### src/rtl/ascon_arbiter_if.sv
// Bundle of request/block/core handshake signals between the two requesters,
// the arbiter and the shared ASCON-128 core.
interface ascon_arbiter_if #(
  parameter int DATA_W = 64
);
  logic [1:0]        req_i;
  logic [1:0]        gnt_o;
  logic [1:0]        blk_valid_i;
  logic [1:0]        blk_ready_o;
  logic [DATA_W-1:0] blk_data0_i;
  logic [DATA_W-1:0] blk_data1_i;
  logic              core_start_o;
  logic              core_data_valid_o;
  logic [DATA_W-1:0] core_data_o;
  logic              core_xor_up_i;
  logic              core_cipher_valid_i;
  logic              core_end_i;
  logic [1:0]        cipher_valid_o;
  logic [1:0]        done_o;
  logic              busy_o;

  // Arbiter side
  modport slave (
    input  req_i, blk_valid_i, blk_data0_i, blk_data1_i,
    input  core_xor_up_i, core_cipher_valid_i, core_end_i,
    output gnt_o, blk_ready_o, core_start_o, core_data_valid_o, core_data_o,
    output cipher_valid_o, done_o, busy_o
  );

  // Requester/core side
  modport master (
    output req_i, blk_valid_i, blk_data0_i, blk_data1_i,
    output core_xor_up_i, core_cipher_valid_i, core_end_i,
    input  gnt_o, blk_ready_o, core_start_o, core_data_valid_o, core_data_o,
    input  cipher_valid_o, done_o, busy_o
  );
endinterface

### src/rtl/ascon_arbiter.sv
// Two-requester session arbiter/sequencer for a shared ASCON-128 core.
// Optional ARB_FIXED_PRIO_EN: requester 0 always wins contention instead of round-robin.
module ascon_arbiter #(
  parameter int DATA_W = 64,
  parameter int N_BLK  = 4
) (
  input  logic            clock_i,
  input  logic            resetb_i,
  ascon_arbiter_if.slave  bus
);

  localparam int CNT_W = $clog2(N_BLK) + 1;
  localparam logic [CNT_W-1:0] CNT_LAST = CNT_W'(N_BLK);

  typedef enum logic [2:0] {
    IDLE     = 3'd0,
    START    = 3'd1,
    FEED     = 3'd2,
    WAIT_END = 3'd3,
    DONE     = 3'd4
  } state_e;

  state_e            state_q;
  logic [1:0]        gnt_q;
  logic [1:0]        done_q;
  logic              core_start_q;
  logic              full_q;
  logic [DATA_W-1:0] hold_q;
  logic [CNT_W-1:0]  blk_cnt_q;

  logic              win_d;
  logic [CNT_W-1:0]  blk_cnt_d;
  logic [1:0]        blk_ready;
  logic              load;
  logic              consume;
  logic [DATA_W-1:0] blk_data_sel;

  // win_d = index of the requester that gets the next session
`ifdef ARB_FIXED_PRIO_EN
  assign win_d = ~bus.req_i[0];
`else
  logic last_q;
  assign win_d = (&bus.req_i) ? ~last_q : bus.req_i[1];
`endif

  genvar gi;
  generate
    for (gi = 0; gi < 2; gi++) begin : g_req
      assign blk_ready[gi]          = (state_q == FEED) & gnt_q[gi] & ~full_q;
      assign bus.cipher_valid_o[gi] = bus.core_cipher_valid_i & gnt_q[gi];
    end
  endgenerate

  // ready is ~full_q, so a load and a consume are mutually exclusive
  assign load         = |(bus.blk_valid_i & blk_ready);
  assign consume      = (state_q == FEED) & full_q & bus.core_xor_up_i;
  assign blk_cnt_d    = blk_cnt_q + 1'b1;
  assign blk_data_sel = gnt_q[1] ? bus.blk_data1_i : bus.blk_data0_i;

  always_ff @(posedge clock_i or negedge resetb_i) begin
    if (!resetb_i) begin
      state_q      <= IDLE;
      gnt_q        <= 2'b00;
      done_q       <= 2'b00;
      core_start_q <= 1'b0;
      full_q       <= 1'b0;
      hold_q       <= '0;
      blk_cnt_q    <= '0;
`ifndef ARB_FIXED_PRIO_EN
      last_q       <= 1'b1;
`endif
    end else begin
      core_start_q <= 1'b0;
      done_q       <= 2'b00;
      case (state_q)
        IDLE: begin
          if (|bus.req_i) begin
            gnt_q        <= win_d ? 2'b10 : 2'b01;
            core_start_q <= 1'b1;
            blk_cnt_q    <= '0;
            full_q       <= 1'b0;
            state_q      <= START;
          end
        end
        START: begin
          state_q <= FEED;
        end
        FEED: begin
          if (load) begin
            hold_q <= blk_data_sel;
            full_q <= 1'b1;
          end else if (consume) begin
            full_q    <= 1'b0;
            blk_cnt_q <= blk_cnt_d;
            if (blk_cnt_d == CNT_LAST) begin
              state_q <= WAIT_END;
            end
          end
        end
        WAIT_END: begin
          if (bus.core_end_i) begin
            state_q <= DONE;
          end
        end
        DONE: begin
          // done pulse and grant release happen together on leaving DONE
          done_q    <= gnt_q;
          gnt_q     <= 2'b00;
          blk_cnt_q <= '0;
`ifndef ARB_FIXED_PRIO_EN
          last_q    <= gnt_q[1];
`endif
          state_q   <= IDLE;
        end
        default: begin
          state_q <= IDLE;
        end
      endcase
    end
  end

  assign bus.gnt_o             = gnt_q;
  assign bus.blk_ready_o       = blk_ready;
  assign bus.core_start_o      = core_start_q;
  assign bus.core_data_valid_o = full_q;
  assign bus.core_data_o       = hold_q;
  assign bus.done_o            = done_q;
  assign bus.busy_o            = (state_q != IDLE);

endmodule
### src/flat_wrapper.sv
// flat-port wrapper written by rule: the top's interface ports become plain ports
module ascon_arbiter_flat 
#(
  parameter int DATA_W = 64,
  parameter int N_BLK  = 4
)
  (clock_i, resetb_i, bus_req_i, bus_blk_valid_i, bus_blk_data0_i, bus_blk_data1_i, bus_core_xor_up_i, bus_core_cipher_valid_i, bus_core_end_i, bus_gnt_o, bus_blk_ready_o, bus_core_start_o, bus_core_data_valid_o, bus_core_data_o, bus_cipher_valid_o, bus_done_o, bus_busy_o);
  ascon_arbiter_if #(.DATA_W(DATA_W)) bus_i ();
  input  logic clock_i;
  input  logic resetb_i;
  input wire logic [$bits(bus_i.req_i)-1:0] bus_req_i;
  input wire logic [$bits(bus_i.blk_valid_i)-1:0] bus_blk_valid_i;
  input wire logic [$bits(bus_i.blk_data0_i)-1:0] bus_blk_data0_i;
  input wire logic [$bits(bus_i.blk_data1_i)-1:0] bus_blk_data1_i;
  input wire logic [$bits(bus_i.core_xor_up_i)-1:0] bus_core_xor_up_i;
  input wire logic [$bits(bus_i.core_cipher_valid_i)-1:0] bus_core_cipher_valid_i;
  input wire logic [$bits(bus_i.core_end_i)-1:0] bus_core_end_i;
  output wire logic [$bits(bus_i.gnt_o)-1:0] bus_gnt_o;
  output wire logic [$bits(bus_i.blk_ready_o)-1:0] bus_blk_ready_o;
  output wire logic [$bits(bus_i.core_start_o)-1:0] bus_core_start_o;
  output wire logic [$bits(bus_i.core_data_valid_o)-1:0] bus_core_data_valid_o;
  output wire logic [$bits(bus_i.core_data_o)-1:0] bus_core_data_o;
  output wire logic [$bits(bus_i.cipher_valid_o)-1:0] bus_cipher_valid_o;
  output wire logic [$bits(bus_i.done_o)-1:0] bus_done_o;
  output wire logic [$bits(bus_i.busy_o)-1:0] bus_busy_o;
  assign bus_i.req_i = bus_req_i;
  assign bus_i.blk_valid_i = bus_blk_valid_i;
  assign bus_i.blk_data0_i = bus_blk_data0_i;
  assign bus_i.blk_data1_i = bus_blk_data1_i;
  assign bus_i.core_xor_up_i = bus_core_xor_up_i;
  assign bus_i.core_cipher_valid_i = bus_core_cipher_valid_i;
  assign bus_i.core_end_i = bus_core_end_i;
  assign bus_gnt_o = bus_i.gnt_o;
  assign bus_blk_ready_o = bus_i.blk_ready_o;
  assign bus_core_start_o = bus_i.core_start_o;
  assign bus_core_data_valid_o = bus_i.core_data_valid_o;
  assign bus_core_data_o = bus_i.core_data_o;
  assign bus_cipher_valid_o = bus_i.cipher_valid_o;
  assign bus_done_o = bus_i.done_o;
  assign bus_busy_o = bus_i.busy_o;
  ascon_arbiter #(.DATA_W(DATA_W), .N_BLK(N_BLK)) u_core (.clock_i(clock_i), .resetb_i(resetb_i), .bus(bus_i));
endmodule
### config.mk
export PLATFORM = sky130hd
export DESIGN_NAME = ascon_arbiter_flat
export DESIGN_NICKNAME = d
export VERILOG_FILES = /design/src/rtl/ascon_arbiter_if.sv /design/src/rtl/ascon_arbiter.sv /design/src/flat_wrapper.sv
export SDC_FILE = /design/constraint.sdc
export NUM_CORES = 1
export LEC_CHECK = 0
export BUFFER_PORTS_ARGS = -buffer_cell sky130_fd_sc_hd__buf_2
export CAP_MARGIN = 10
export CORE_UTILIZATION = 49
export CTS_CLUSTER_DIAMETER = 80
export CTS_CLUSTER_SIZE = 40
export DETAILED_ROUTE_END_ITERATION = 10
export MAX_ROUTING_LAYER = met4
export PLACE_DENSITY = 0.86
export SLEW_MARGIN = 25
export SYNTH_ARGS = -nofsm -noshare
export SYNTH_HDL_FRONTEND = slang
export SYNTH_SLANG_ARGS = --single-unit
export TNS_END_PERCENT = 20
### constraint.sdc
create_clock -name clock_i -period 3.9 [get_ports clock_i]
set_input_delay 0.78 -clock clock_i [delete_from_list [all_inputs] [get_ports clock_i]]
set_output_delay 0.78 -clock clock_i [all_outputs]
set_load 0.01 [all_outputs]
==> summary.md <==
| Metric | Value |
|---|---|
| Via density | `5.067` |
| Leakage power | `2.716 nW` |
| Critical-path cell list | `buf_4 -> buf_2` |
| Largest cells by area after synthesis | `dfrtp_1 47%, mux2_2 22%, mux2_4 19%` |
| Area share of the largest cell type after synthesis | `0.4703` |
| DR vias | `2964` |
| RePlAce Congestion | `0.8154` |
| Worst hold-check path type | `input pin to async pin` |
| Critical path arrival | `2.01 ns` |
| Clock-pin transition on the worst setup and hold timing paths | `0.08 ns` |
| Busiest grt layer | `met2` |
| Synthesized flop and latch total | `77` |
| Post-Synth Simple-Gate Area | `0.04796` |
| Post-synth EDFFs | `0` |
| XOR/XNOR Fraction of Synth Area | `0.002166` |
| Synth top cells by count | `79 x mux2_2, 76 x dfrtp_1, 50 x mux2_4, 8 x clkbuf_1, 7 x nand2_1` |
| Sum Neg Setup Slack | `0 ns` |
| Fmax | `358.5 MHz` |
| Main combinational cell family by area after synthesis | `multiplexers` |
| Slowest-stage cell, CP | `dfrtp_2` |
| MaxCap Viol Count | `0` |
| CTS root buffer | `clkbuf_8` |
| Fraction of registers with async set/reset | `1.000` |
| Post-Syn Area | `0.004044 mm²` |
| Inserted Clock Buffers | `9` |
| Post-synthesis sequential area ratio | `0.4768` |
| Reg2Reg Launch Point | `u_core.bus.gnt_o[1]` |
| Setup-failing EPs final | `0` |
| Post-Syn Area per Cell | `15.03 µm²` |
| DRT antenna net count | `0` |
| Synth Area in Adders | `0.006188` |
| Tot GR Track Use | `0.2331` |
| Clk Latency, worst-skew pair | `0.35 ns` |
| Fillers | `608` |
| Ant diodes | `0` |
| Minimum clock period | `2.790 ns` |
| Gr ovfl total | `0` |
| Deepest clock path buffer count | `2` |
| CP Data Required Time | `3.12 ns` |
| Post-CTS Setup Inserts | `0` |
| Fin crit share | `0.7153` |
| First-pass GRT wire length | `14960 µm` |
| Post-Synthesis Cells | `269` |
| H-tree levels | `3` |
| Cell taking the most area after synthesis | `dfrtp_1` |
| Die W | `92.85 µm` |
| Layout Skew | `0.009550 ns` |
| Initial drt markers | `48` |
| Post-CTS resize count | `0` |
| Core area | `0.007848 mm²` |
| Post-synthesis mux area share | `0.4056` |
| Met1 Track Usage GR | `0.2744` |
| Fin util | `0.6800` |
| Worst-Margin Slew | `0.8024 ns` |
| Half-perimeter wire length after placement | `7219 µm` |
| Nature of the critical path endpoint | `output port` |
| Most numerous cell in the Yosys netlist | `mux2_2` |
| Synth unique cells | `36` |
| I/O Pins | `212` |
| Max Fanout on Critical Path | `37` |
| Largest net degree at the start of global routing | `78` |
| Layout cells sized above 1 | `0.7640` |
| Status | `finished, final reports clean` |
| Average wire per standard cell | `16.47 µm` |
| Initial antenna violation count | `0` |
| Hold Vio Cnt, Final | `0` |
| Peak VDD IR | `387.4 µV` |
| Vias in the first global route | `3001` |
| Main synth FF type | `dfrtp_1` |
| Top delay family on crit path | `flip-flops` |
| Compound-Gate Fraction of Synth Area | `0.02754` |
| Drt first pass iters | `4` |
| Initial Utilization | `0.5153` |
| I/O Buffers | `211` |
| RSZ-0062 raised after global routing | `false` |
| CP startpoint kind | `register` |
| CTS Sinks | `77` |
| Pwr Total | `4.354 mW` |
| Mapped Nets | `408` |
| Critical path class | `register to output port` |
| Die H | `92.85 µm` |
| Pwr dens | `815.8 mW/mm²` |
| Hold bufs inserted after CTS | `0` |
| Post-route DRC violation count | `0` |
| CTS tree | `built` |
| Final nets | `617` |
| WL final | `9636 µm` |
| Worst path max stage delay | `0.88 ns` |
| Row cnt | `32` |
| Grt met2 use | `0.3964` |
| Grt met3 use | `0.03859` |
| Slew margin rel. | `0.4651` |
| CP bufs+invs | `2` |
| Fin. max-slew vios | `0` |
| Area grow syn2layout | `31.96%` |
| Die area | `0.008620 mm²` |
| Worst Setup SP | `u_core.bus.gnt_o[1]` |
| Yosys warning count | `0` |
[logic make-up after synthesis]
kind of cell	after synthesis
AOI/OAI and AO/OA	13
xor gates and xnor gates	1
adders and majority gates	2
buffers and inverters	16
DFF	77
muxes	129
and+or+nand+nor	31
[state kept, by name, summed over array words and instances (netlist names)]
register,flops
u_core.blk_cnt_q,3
u_core.bus.core_data_o,64
u_core.bus.core_data_valid_o,1
u_core.state_q,3
u_core.bus.core_start_o,1
u_core.bus.gnt_o,2
u_core.last_q,1
u_core.bus.done_o,2
[metrics by stage]
stage | setup WS [ns] | instance area (µm²) | instances | hold slack, ns
detailed placement | 1.432 | 5117 | 569 | 0.4868
floorplan | 1.787 | 4044 | 269 | 0.4844
CTS | 1.106 | 5333 | 585 | 0.5126
global placement | 1.526 | 5117 | 569 | 0.4849
global route | 0.9992 | 5336 | 585 | 0.5046
finish | 1.110 | 5336 | 585 | 0.4617
[worst reg2reg max path, cell delays in order, from the launching register on]
cell,delay (ns)
dfrtp_2,0.88
nand4_1,0.32
a21oi_4,0.21
buf_4,0.53
mux2_2,0.42
[final timing paths]
path / endpoint / slack, ns / cells past startpoint
setup / recovery: bus_gnt_o[1] / 1.11 / 2
hold / removal: u_core.blk_cnt_q[0] / 0.46 / 1
setup reg to reg: u_core.bus.core_data_o[11] / 1.42 / 4
hold reg to reg: u_core.bus.core_data_o[8] / 0.51 / 1
max in group asynchronous: u_core.bus.gnt_o[1] / 2.96 / 1
min in group clock_i: u_core.bus.core_data_o[8] / 0.51 / 1
[routing by layer]
metal	vias up	routed length (µm)
met1	1403	3894
li1	1390	-
met4	0	282
met5	-	0
met2	144	4906
met3	27	552
[layout make-up]
| cell class | count | area [µm²] | area share |
|---|---|---|---|
| clock inverter | 6 | 87.58 | 0.01641 |
| multi-input combinational | 176 | 1979 | 0.3709 |
| timing repair buffer | 214 | 1085 | 0.2033 |
| clock buffer | 10 | 127.6 | 0.02392 |
| tap | 102 | 127.6 | 0.02392 |
| sequential | 77 | 1929 | 0.3615 |
[where the power goes]
group / leakage, nW / switching [mW] / internal (mW)
sequential: 0.919 / 0.324 / 1.20
combinational: 1.69 / 0.886 / 1.29
clock: 0.110 / 0.292 / 0.361
[layout by cell type, fill, tap and decap left out, types with 2 or more instances in the layout]
cell,Yosys,layout
buf_2,1,210
mux2_2,79,79
dfrtp_1,76,75
mux2_4,50,50
clkbuf_8,0,9
nand2_1,7,7
nor2_1,5,5
and2_1,4,4
buf_4,0,3
and3b_2,2,2
and3_1,2,2
a32o_1,2,2
a21o_1,2,2
nor2b_1,2,2
ha_1,2,2
clkinv_4,0,2
bufinv_16,0,2
clkinv_2,0,2
No activity file was read; power rests on OpenSTA's default activity.
